[src/rtl/uart_xcvr_param.sv]
// uart_xcvr_param: parametrised full-duplex UART transceiver.
//   TX: FIFO_DEPTH-entry FIFO with a valid/ready write port, feeding a shifter
//       that sends start, DATA_BITS data bits (LSB first), optional parity and
//       STOP_BITS stop bits, each bit lasting CLKS_PER_BIT clocks.
//   RX: 2-flop synchroniser, start-bit glitch rejection, mid-bit sampling,
//       parity and framing error flags delivered with a one-cycle rx_valid_o.
// Ports:
//   clk_i           system clock, rising edge
//   rst_i           synchronous active-high reset
//   tx_data_i       word to transmit
//   tx_valid_i      tx_data_i valid, taken when tx_valid_i & tx_ready_o
//   tx_ready_o      TX FIFO not full
//   tx_busy_o       shifter active or FIFO non-empty
//   tx_o            serial output, idles high
//   rx_i            serial input, asynchronous
//   rx_data_o       last received word, held until the next frame completes
//   rx_valid_o      one-cycle pulse when rx_data_o and error flags update
//   rx_parity_err_o parity mismatch on the flagged frame
//   rx_frame_err_o  stop bit sampled low on the flagged frame
module uart_xcvr_param #(
    parameter int unsigned CLKS_PER_BIT = 868,
    parameter int unsigned DATA_BITS    = 8,
    parameter int unsigned PARITY       = 0,
    parameter int unsigned STOP_BITS    = 1,
    parameter int unsigned FIFO_DEPTH   = 4
) (
    input  logic                 clk_i,
    input  logic                 rst_i,
    input  logic [DATA_BITS-1:0] tx_data_i,
    input  logic                 tx_valid_i,
    output logic                 tx_ready_o,
    output logic                 tx_busy_o,
    output logic                 tx_o,
    input  logic                 rx_i,
    output logic [DATA_BITS-1:0] rx_data_o,
    output logic                 rx_valid_o,
    output logic                 rx_parity_err_o,
    output logic                 rx_frame_err_o
);

    localparam int unsigned CNT_W  = $clog2(CLKS_PER_BIT);
    localparam int unsigned BIT_W  = $clog2(DATA_BITS) + 1;
    localparam int unsigned PTR_W  = $clog2(FIFO_DEPTH);
    localparam int unsigned FCNT_W = PTR_W + 1;

    localparam logic [CNT_W-1:0]  CNT_LAST  = CNT_W'(CLKS_PER_BIT - 1);
    localparam logic [CNT_W-1:0]  CNT_HALF  = CNT_W'(CLKS_PER_BIT / 2);
    localparam logic [BIT_W-1:0]  BIT_LAST  = BIT_W'(DATA_BITS - 1);
    localparam logic [BIT_W-1:0]  STOP_LAST = BIT_W'(STOP_BITS - 1);
    localparam logic [FCNT_W-1:0] FIFO_FULL = FCNT_W'(FIFO_DEPTH);
    localparam bit                PAR_EN    = (PARITY != 0);
    localparam bit                PAR_ODD   = (PARITY == 2);

    typedef enum logic [2:0] {
        S_IDLE   = 3'd0,
        S_START  = 3'd1,
        S_DATA   = 3'd2,
        S_PARITY = 3'd3,
        S_STOP   = 3'd4
    } state_e;

    // ------------------------------------------------------------------
    // TX FIFO
    // ------------------------------------------------------------------
    logic [DATA_BITS-1:0] fifo_mem_q [FIFO_DEPTH];
    logic [PTR_W-1:0]     wr_ptr_q;
    logic [PTR_W-1:0]     rd_ptr_q;
    logic [FCNT_W-1:0]    fifo_cnt_q;
    logic [FCNT_W-1:0]    fifo_cnt_d;
    logic                 fifo_empty_c;
    logic                 wr_en_c;
    logic                 tx_pop_c;
    logic [DATA_BITS-1:0] fifo_head_c;

    logic tx_ready_q;
    logic tx_busy_q;

    assign wr_en_c      = tx_valid_i & tx_ready_q;
    assign fifo_empty_c = (fifo_cnt_q == '0);
    assign fifo_head_c  = fifo_mem_q[rd_ptr_q];

    // Occupancy after this cycle's write and pop.
    always_comb begin
        fifo_cnt_d = fifo_cnt_q;
        unique case ({wr_en_c, tx_pop_c})
            2'b10:   fifo_cnt_d = fifo_cnt_q + FCNT_W'(1);
            2'b01:   fifo_cnt_d = fifo_cnt_q - FCNT_W'(1);
            default: fifo_cnt_d = fifo_cnt_q;
        endcase
    end

    // Storage carries no reset; pointers and count define validity.
    always_ff @(posedge clk_i) begin
        if (wr_en_c) begin
            fifo_mem_q[wr_ptr_q] <= tx_data_i;
        end
    end

    always_ff @(posedge clk_i) begin
        if (rst_i) begin
            wr_ptr_q   <= '0;
            rd_ptr_q   <= '0;
            fifo_cnt_q <= '0;
        end else begin
            if (wr_en_c) begin
                wr_ptr_q <= wr_ptr_q + PTR_W'(1);
            end
            if (tx_pop_c) begin
                rd_ptr_q <= rd_ptr_q + PTR_W'(1);
            end
            fifo_cnt_q <= fifo_cnt_d;
        end
    end

    // ------------------------------------------------------------------
    // TX FSM
    // ------------------------------------------------------------------
    state_e               tx_state_q, tx_state_d;
    logic [CNT_W-1:0]     tx_cnt_q, tx_cnt_d;
    logic [BIT_W-1:0]     tx_bit_q, tx_bit_d;
    logic [DATA_BITS-1:0] tx_shift_q, tx_shift_d;
    logic                 tx_par_q, tx_par_d;
    logic                 tx_q;
    logic                 tx_c;
    logic                 tx_cnt_last_c;

    assign tx_cnt_last_c = (tx_cnt_q == CNT_LAST);

    // State register plus TX datapath and registered status outputs.
    always_ff @(posedge clk_i) begin
        if (rst_i) begin
            tx_state_q <= S_IDLE;
            tx_cnt_q   <= '0;
            tx_bit_q   <= '0;
            tx_shift_q <= '0;
            tx_par_q   <= 1'b0;
            tx_q       <= 1'b1;
            tx_ready_q <= 1'b1;
            tx_busy_q  <= 1'b0;
        end else begin
            tx_state_q <= tx_state_d;
            tx_cnt_q   <= tx_cnt_d;
            tx_bit_q   <= tx_bit_d;
            tx_shift_q <= tx_shift_d;
            tx_par_q   <= tx_par_d;
            tx_q       <= tx_c;
            tx_ready_q <= (fifo_cnt_d != FIFO_FULL);
            tx_busy_q  <= (tx_state_d != S_IDLE) || (fifo_cnt_d != '0);
        end
    end

    // Next state; a pop loads the shifter and pre-computes the parity bit.
    always_comb begin
        tx_state_d = tx_state_q;
        tx_cnt_d   = tx_cnt_q;
        tx_bit_d   = tx_bit_q;
        tx_shift_d = tx_shift_q;
        tx_par_d   = tx_par_q;
        tx_pop_c   = 1'b0;
        if (tx_state_q != S_IDLE) begin
            tx_cnt_d = tx_cnt_last_c ? '0 : tx_cnt_q + CNT_W'(1);
        end
        unique case (tx_state_q)
            S_IDLE: begin
                if (!fifo_empty_c) begin
                    tx_pop_c   = 1'b1;
                    tx_shift_d = fifo_head_c;
                    tx_par_d   = (^fifo_head_c) ^ PAR_ODD;
                    tx_cnt_d   = '0;
                    tx_state_d = S_START;
                end
            end
            S_START: begin
                if (tx_cnt_last_c) begin
                    tx_bit_d   = '0;
                    tx_state_d = S_DATA;
                end
            end
            S_DATA: begin
                if (tx_cnt_last_c) begin
                    tx_shift_d = tx_shift_q >> 1;
                    if (tx_bit_q == BIT_LAST) begin
                        tx_bit_d   = '0;
                        tx_state_d = PAR_EN ? S_PARITY : S_STOP;
                    end else begin
                        tx_bit_d = tx_bit_q + BIT_W'(1);
                    end
                end
            end
            S_PARITY: begin
                if (tx_cnt_last_c) begin
                    tx_bit_d   = '0;
                    tx_state_d = S_STOP;
                end
            end
            S_STOP: begin
                if (tx_cnt_last_c) begin
                    if (tx_bit_q == STOP_LAST) begin
                        tx_bit_d = '0;
                        // Back-to-back frames: next start bit with no idle gap.
                        if (!fifo_empty_c) begin
                            tx_pop_c   = 1'b1;
                            tx_shift_d = fifo_head_c;
                            tx_par_d   = (^fifo_head_c) ^ PAR_ODD;
                            tx_state_d = S_START;
                        end else begin
                            tx_state_d = S_IDLE;
                        end
                    end else begin
                        tx_bit_d = tx_bit_q + BIT_W'(1);
                    end
                end
            end
            default: tx_state_d = S_IDLE;
        endcase
    end

    // Line level for the current state; registered into tx_q one cycle later.
    always_comb begin
        tx_c = 1'b1;
        unique case (tx_state_q)
            S_START:  tx_c = 1'b0;
            S_DATA:   tx_c = tx_shift_q[0];
            S_PARITY: tx_c = tx_par_q;
            default:  tx_c = 1'b1;
        endcase
    end

    assign tx_o       = tx_q;
    assign tx_ready_o = tx_ready_q;
    assign tx_busy_o  = tx_busy_q;

    // ------------------------------------------------------------------
    // RX synchroniser and FSM
    // ------------------------------------------------------------------
    logic rx_meta_q;
    logic rx_s_q;
    logic rx_prev_q;

    state_e               rx_state_q, rx_state_d;
    logic [CNT_W-1:0]     rx_cnt_q, rx_cnt_d;
    logic [BIT_W-1:0]     rx_bit_q, rx_bit_d;
    logic [DATA_BITS-1:0] rx_shift_q, rx_shift_d;
    logic                 rx_par_q, rx_par_d;
    logic                 rx_cnt_last_c;
    logic                 rx_done_c;
    logic                 rx_perr_c;

    logic [DATA_BITS-1:0] rx_data_q;
    logic                 rx_valid_q;
    logic                 rx_perr_q;
    logic                 rx_ferr_q;

    assign rx_cnt_last_c = (rx_cnt_q == CNT_LAST);

    // State register, synchroniser and registered RX outputs.
    always_ff @(posedge clk_i) begin
        if (rst_i) begin
            rx_meta_q  <= 1'b1;
            rx_s_q     <= 1'b1;
            rx_prev_q  <= 1'b1;
            rx_state_q <= S_IDLE;
            rx_cnt_q   <= '0;
            rx_bit_q   <= '0;
            rx_shift_q <= '0;
            rx_par_q   <= 1'b0;
            rx_data_q  <= '0;
            rx_valid_q <= 1'b0;
            rx_perr_q  <= 1'b0;
            rx_ferr_q  <= 1'b0;
        end else begin
            rx_meta_q  <= rx_i;
            rx_s_q     <= rx_meta_q;
            rx_prev_q  <= rx_s_q;
            rx_state_q <= rx_state_d;
            rx_cnt_q   <= rx_cnt_d;
            rx_bit_q   <= rx_bit_d;
            rx_shift_q <= rx_shift_d;
            rx_par_q   <= rx_par_d;
            rx_valid_q <= rx_done_c;
            if (rx_done_c) begin
                rx_data_q <= rx_shift_q;
                rx_perr_q <= rx_perr_c;
                rx_ferr_q <= ~rx_s_q;
            end
        end
    end

    // Next state; a held-low line after a frame never looks like a new edge.
    always_comb begin
        rx_state_d = rx_state_q;
        rx_cnt_d   = rx_cnt_q;
        rx_bit_d   = rx_bit_q;
        rx_shift_d = rx_shift_q;
        rx_par_d   = rx_par_q;
        if (rx_state_q != S_IDLE) begin
            rx_cnt_d = rx_cnt_last_c ? '0 : rx_cnt_q + CNT_W'(1);
        end
        unique case (rx_state_q)
            S_IDLE: begin
                if (rx_prev_q && !rx_s_q) begin
                    rx_cnt_d   = '0;
                    rx_state_d = S_START;
                end
            end
            S_START: begin
                // Mid start bit: a high line means the edge was a glitch.
                if (rx_cnt_q == CNT_HALF) begin
                    rx_cnt_d = '0;
                    rx_bit_d = '0;
                    rx_state_d = rx_s_q ? S_IDLE : S_DATA;
                end
            end
            S_DATA: begin
                if (rx_cnt_last_c) begin
                    rx_shift_d = {rx_s_q, rx_shift_q[DATA_BITS-1:1]};
                    if (rx_bit_q == BIT_LAST) begin
                        rx_bit_d   = '0;
                        rx_state_d = PAR_EN ? S_PARITY : S_STOP;
                    end else begin
                        rx_bit_d = rx_bit_q + BIT_W'(1);
                    end
                end
            end
            S_PARITY: begin
                if (rx_cnt_last_c) begin
                    rx_par_d   = rx_s_q;
                    rx_state_d = S_STOP;
                end
            end
            S_STOP: begin
                if (rx_cnt_last_c) begin
                    rx_state_d = S_IDLE;
                end
            end
            default: rx_state_d = S_IDLE;
        endcase
    end

    // Frame completion strobe and parity check at the stop-bit mid-sample.
    always_comb begin
        rx_done_c = (rx_state_q == S_STOP) && rx_cnt_last_c;
        rx_perr_c = PAR_EN && (rx_par_q != ((^rx_shift_q) ^ PAR_ODD));
    end

    assign rx_data_o       = rx_data_q;
    assign rx_valid_o      = rx_valid_q;
    assign rx_parity_err_o = rx_perr_q;
    assign rx_frame_err_o  = rx_ferr_q;

endmodule

[config.mk]
export PLATFORM = sky130hd
export DESIGN_NAME = uart_xcvr_param
export DESIGN_NICKNAME = d
export VERILOG_FILES = /design/src/rtl/uart_xcvr_param.sv
export SDC_FILE = /design/constraint.sdc
export NUM_CORES = 1
export LEC_CHECK = 0
export BUFFER_PORTS_ARGS = -buffer_cell sky130_fd_sc_hd__clkbuf_2
export CAP_MARGIN = 20
export CORE_ASPECT_RATIO = 1.4
export CORE_UTILIZATION = 40
export DETAILED_ROUTE_END_ITERATION = 6
export GPL_ROUTABILITY_DRIVEN = 1
export RECOVER_POWER = 50
export SYNTH_ARGS = -nofsm -noshare
export SYNTH_HDL_FRONTEND = slang
export SYNTH_SLANG_ARGS = --single-unit
export TNS_END_PERCENT = 1
[constraint.sdc]
create_clock -name clk_i -period 7.1 [get_ports clk_i]
set_input_delay 1.065 -clock clk_i [delete_from_list [all_inputs] [get_ports clk_i]]
set_output_delay 1.065 -clock clk_i [all_outputs]
set_load 0.1 [all_outputs]
==> results of run 1 <==
==> cell usage after synthesis, types with 3 or more instances <==
cell	instances	area [um^2]
mux2i_1	25	250.2
and4_1	3	26.28
nand3_1	20	100.1
xor2_1	13	113.9
nand2_1	17	63.81
ha_1	11	137.6
xnor2_1	15	131.4
a311oi_1	8	70.07
nor3_1	7	35.03
mux4_2	7	157.7
o21ai_0	9	45.04
nor2_1	58	217.7
clkbuf_1	12	45.04
buf_6	3	33.78
or2_2	4	25.02
or3_1	7	43.79
nor3b_1	6	45.04
a211oi_1	3	22.52
edfxtp_1	32	960.9
a21o_1	4	30.03
inv_1	13	48.80
a21oi_1	29	145.1
dfxtp_1	76	1521
and3_1	9	56.30
nand2b_1	3	18.77
==> power by group <==
| group | leakage (nW) | internal [mW] | switching, mW | total [mW] |
|---|---|---|---|---|
| registers | 0.911 | 0.715 | 0.0659 | 0.781 |
| clock network | 0.152 | 0.281 | 0.231 | 0.513 |
| logic | 0.936 | 0.204 | 0.279 | 0.483 |
| total | 2.00 | 1.20 | 0.576 | 1.78 |
==> state kept, by name, summed over array words and instances, names as in the netlist, 2 cells and up, named ones only <==
name / count
rx_cnt_q: 10
rx_state_q: 3
wr_ptr_q: 2
tx_shift_q: 8
rx_shift_q: 8
tx_cnt_q: 10
tx_state_q: 3
fifo_cnt_q: 3
tx_bit_q: 4
rx_bit_q: 4
fifo_mem_q: 32
rd_ptr_q: 2
rx_data_o: 8
==> final cells by class <==
type,count,area (um^2)
Inverter,13,48.80
Tap cell,147,183.9
Clock inverter,6,81.33
Sequential cell,108,2482
Fill cell,1097,6479
Clock buffer,10,229.0
Timing Repair Buffer,26,120.1
Multi-Input combinational cell,308,2196
==> through the flow <==
step,utilization,area [um^2],setup WS (ns),hold WS [ns],cells
floorplan,-,4857,4.241,0.3895,450
global placement,0.4263,5039,4.027,0.4047,601
detailed placement,0.4263,5039,3.843,0.4176,601
CTS,0.4525,5349,3.822,0.4373,617
global route,0.4519,5341,3.452,0.4511,618
finish,0.4519,5341,3.799,0.4326,618
==> cells by family after synthesis <==
kind of cell / Yosys count / synth area share
compound gates: 72 / 0.09660
xor+xnor: 28 / 0.05049
fa+ha+maj: 12 / 0.03246
buf+inv: 34 / 0.03683
flops: 108 / 0.5111
mux: 33 / 0.08939
other cells: 1 / 0.0007721
simple gates: 162 / 0.1824
==> layer usage <==
layer,vias to the layer above,share of wire,track usage
li1,1661,-,-
met1,1566,0.44,0.1730
met2,28,0.51,0.2647
met3,11,0.024,0.03057
met4,0,0.019,0.06313
met5,-,0,0
==> path summary, 6_finish.rpt <==
path | to | depth (start not counted) | from
min | rx_s_q | 1 | rx_meta_q
min reg2reg | rx_s_q | 1 | rx_meta_q
max | tx_ready_o | 12 | tx_bit_q[0]
max reg2reg | tx_ready_o | 12 | tx_bit_q[0]
==> flow_metrics.env, run 1 <==
export IMPL_drtIter0Drc=122
export IMPL_grt_max_degree=60
export IMPL_netlist_area_um2=4857
export IMPL_reg2reg_slack_ns=3.80
export IMPL_synth_ff_type="dfxtp_1"
export IMPL_cts_tree="built"
export IMPL_p_leak_nw=2.000
export IMPL_cts_sinks=108
export IMPL_avgSynthCellArea_um2=10.79
export IMPL_max_freq_mhz=302.9
export IMPL_fp_dieH_um=132.4
export IMPL_hold_buffers=0
export IMPL_max_stage_delay_ns=0.47
export IMPL_rows=47
export IMPL_peakVddDrop_mv=0.1949
export IMPL_core_um2=11820
export IMPL_nets=490
export IMPL_synth_nets=474
export IMPL_cp_buffers_inverters=2
export IMPL_yosysWarningCount=0
export IMPL_diodes=0
export IMPL_finalSetupViolCount=0
export IMPL_grt_overflow_total=0
export IMPL_synth_seq_cells=108
export IMPL_crit_path_cell_trace="inv_1 > ha_1 > nor3b_1 > nand4_2 > a21oi_1 > ha_1 > inv_1 > fa_1 > xor2_1 > or3_1 > a21oi_1 > o21ai_0"
export IMPL_cap_violations=1
export IMPL_slew_viol_final=60
export IMPL_startpoint_type="register"
export IMPL_cp_arrival_ns=3.52
export IMPL_io_pins=26
export IMPL_outcome="complete, but fails checks"
export IMPL_syn2layout_area_growth_pct=9.969
export IMPL_routedWlPerCell_um=13.89
export IMPL_crit_fanout=6
export IMPL_crit_family="simple AND/OR/NAND/NOR gates"
export IMPL_powerDensity_nw_per_um2=332.6
export IMPL_syn_inst=450
export IMPL_viasPerCell=5.285
export IMPL_cp_slowest_cell="a21oi_1"
export IMPL_gp_congestion=0.7975
export IMPL_worst_pin_slew_ns=2.490
export IMPL_hold_viol=0
export IMPL_final_common_cell="dfxtp_1"
export IMPL_synth_seq_area_share=0.5111
export IMPL_layout_common_cells="dfxtp_1 (76), nor2_1 (58), edfxtp_1 (32)"
export IMPL_synth_edff_count=32
export IMPL_final_period_utilization=0.4649
export IMPL_worstPathRequired_ns=7.32
export IMPL_fin_tns_setup_ns=0
export IMPL_yosysUniqueCellTypes=66
export IMPL_p_total_mw=1.777
export IMPL_clock_skew_ns=0.006555
export IMPL_hold_path_class="reg2reg"
export IMPL_htreeDepth=3
export IMPL_die_area_um2=12590
export IMPL_critPathKind="reg2reg"
export IMPL_violations="max-capacitance violations, max-slew violations"
export IMPL_antenna_found_initial=0
export IMPL_rsz0062_at_grt="false"
export IMPL_clkLatencyLatePin_ns=0.35
export IMPL_place_hpwl_um=6023
export IMPL_drc=0
export IMPL_port_buffers=24
export IMPL_endpoint_kind="register"
export IMPL_routed_wl_um=8584
export IMPL_antenna_left=0
export IMPL_track_usage=0.1506
export IMPL_first_pass_iters=6
export IMPL_initial_core_util=0.4109
export IMPL_cts_root_buffer="clkbuf_16"
export IMPL_drive_above_1_share=0.1189
export IMPL_die_x_um=95.13
export IMPL_numCtsBuffers=9
export IMPL_clk_pin_slew_ns=0.07
export IMPL_clock_path_buffers=2
export IMPL_post_cts_resized=0
export IMPL_cts_setup_buffers=0
export IMPL_finalCriticalPeriod_ns=3.301
export IMPL_async_flop_share=0
export IMPL_grt_first_pass_wirelength_um=14790
export IMPL_grt_pass1_vias=3287
export IMPL_via_count=3266
export IMPL_slew_headroom=-0.6603
No activity file was read; power rests on OpenSTA's default activity.
==> run 2, diff against run 1 <==
- clock period: 7.1 -> 3.35 ns (I/O delays scaled with it)
==> run 2 against run 1 <==
The flow still finishes with violations (max-capacitance violations, max-slew violations). Sequential cell count is the same. Critical path depth is the same. Global-route usage grew 0.15 points. Register-to-register slack lost 3.5 ns. Largest power group unchanged.
==> flow_metrics.env, run 2 (synthesis gave the netlist of run 1 again) <==
export IMPL_io_pins=26
export IMPL_outcome="complete, but fails checks"
export IMPL_place_hpwl_um=6140
export IMPL_fp_dieH_um=132.4
export IMPL_finalCriticalPeriod_ns=3.015
export IMPL_num_fill_cells=1096
export IMPL_grt_first_pass_wirelength_um=14860
export IMPL_powerDensity_nw_per_um2=719.9
export IMPL_routedWlPerCell_um=14.21
export IMPL_numCtsBuffers=9
export IMPL_clkLatencyLatePin_ns=0.35
export IMPL_switchingPower_mw=1.235
export IMPL_syn2layout_area_growth_pct=10.48
export IMPL_worstPathRequired_ns=3.57
export IMPL_p_leak_nw=1.999
export IMPL_initial_core_util=0.4109
export IMPL_slew_headroom=-0.2437
export IMPL_layout_common_cells="dfxtp_1 (76), nor2_1 (58), edfxtp_1 (32)"
export IMPL_cts_root_buffer="clkbuf_16"
export IMPL_die_x_um=95.13
export IMPL_setup_ws_ns=0.3348
export IMPL_violations="max-capacitance violations, max-slew violations"
export IMPL_p_comb_frac=0.266
export IMPL_antenna_left=0
export IMPL_place_inst=603
export IMPL_utilization=0.4540
export IMPL_drtIter0Drc=158
export IMPL_startpoint_type="register"
export IMPL_cap_violations=1
export IMPL_grt_max_degree=42
export IMPL_grt_overflow_total=0
export IMPL_largest_register="fifo_mem_q"
export IMPL_max_freq_mhz=331.7
export IMPL_multi_input_area_um2=2196
export IMPL_cts_sinks=108
export IMPL_clock_path_buffers=2
export IMPL_gp_congestion=0.8179
export IMPL_final_common_cell="dfxtp_1"
export IMPL_cts_setup_buffers=0
export IMPL_htreeDepth=3
export IMPL_cts_tree="built"
export IMPL_hold_path_class="in2reg"
export IMPL_grt_pass1_vias=3237
export IMPL_viasPerCell=5.250
export IMPL_preCtsSetupSlack_ns=0.4035
export IMPL_crit_cells=12
export IMPL_slew_viol_final=42
export IMPL_drive_above_1_share=0.1102
export IMPL_post_cts_resized=0
export IMPL_min_path_cells=2
export IMPL_worst_pin_slew_ns=1.866
export IMPL_routed_wl_um=8798
export IMPL_clk_pin_slew_ns=0.07
export IMPL_reg_top3="fifo_mem_q (32), rx_cnt_q (10), tx_cnt_q (10)"
export IMPL_p_clk_frac=0.304
export IMPL_rows=47
export IMPL_final_cells=619
export IMPL_clock_skew_ns=0.007822
export IMPL_antenna_found_initial=0
export IMPL_nets=491
export IMPL_hold_viol=0
export IMPL_r2r_cells=12
export IMPL_reg2reg_slack_ns=0.33
export IMPL_p_int_mw=2.628
export IMPL_crit_family="simple AND/OR/NAND/NOR gates"
export IMPL_via_count=3250
export IMPL_diodes=0
export IMPL_swShare=0.3197
export IMPL_critPathKind="reg2reg"
export IMPL_cp_arrival_ns=3.24
export IMPL_finalSetupViolCount=0
export IMPL_core_um2=11820
export IMPL_endpoint_kind="register"
export IMPL_port_buffers=24
export IMPL_peakVddDrop_mv=0.3319
export IMPL_crit_fanout=5
export IMPL_drc=0
export IMPL_hold_buffers=0
export IMPL_max_stage_delay_ns=0.37
export IMPL_fin_tns_setup_ns=0
export IMPL_cp_buffers_inverters=2
export IMPL_crit_path_cell_trace="inv_1 > ha_1 > nor3b_1 > nand4_2 > a21oi_1 > ha_1 > inv_1 > fa_1 > xor2_1 > or3_1 > a21oi_1 > o21ai_0"
export IMPL_cp_slowest_cell="nor3b_1"
export IMPL_final_period_utilization=0.9000
export IMPL_rsz0062_at_grt="false"
export IMPL_first_pass_iters=4
export IMPL_largest_register_ffs=32
export IMPL_track_usage=0.1520
export IMPL_seqCellArea_um2=2482
export IMPL_die_area_um2=12590
export IMPL_seqPwrFrac=0.429
run 2: routing by layer:
| layer | GRT usage | wire (um) | part of all wire | up-vias |
|---|---|---|---|---|
| met3 | 0.03922 | 201 | 0.023 | 9 |
| met4 | 0.05808 | 144 | 0.016 | 0 |
| met5 | 0 | 0 | 0 | - |
| met1 | 0.1728 | 3842 | 0.44 | 1561 |
| li1 | - | - | - | 1656 |
| met2 | 0.2663 | 4609 | 0.52 | 24 |
run 2: power groups by stage:
stage                     combinational [mW]  sequential [mW]  clock (mW)
after floorplan                        0.819             1.71           0
after global placement                  1.02             1.68           0
after detailed placement                1.04             1.69           0
after CTS                               1.04             1.66        1.21
after global routing                    1.15             1.68        1.26
final                                   1.03             1.66        1.18
run 2: area by class of cell:
class | count | area share
Tap cell | 147 | 0.03427
Multi-Input combinational cell | 308 | 0.4092
Sequential cell | 108 | 0.4626
Clock buffer | 10 | 0.04267
Inverter | 13 | 0.009093
Clock inverter | 6 | 0.01959
Timing Repair Buffer | 27 | 0.02262
run 2: final timing paths:
path | start | end
worst max-delay path | tx_bit_q[0] | tx_ready_o
worst min-delay path | rx_i | rx_meta_q
worst max register to register | tx_bit_q[0] | tx_ready_o
worst min register to register | rx_meta_q | rx_s_q
run 2: through the flow:
stage	instance area (um^2)	hold WS [ns]	total power, mW
after floorplan	4857	0.3895	2.530
after global placement	5054	0.4010	2.694
after detailed placement	5054	0.3972	2.729
after CTS	5388	0.3334	3.915
after global routing	5366	0.3379	4.096
final	5366	0.3412	3.863
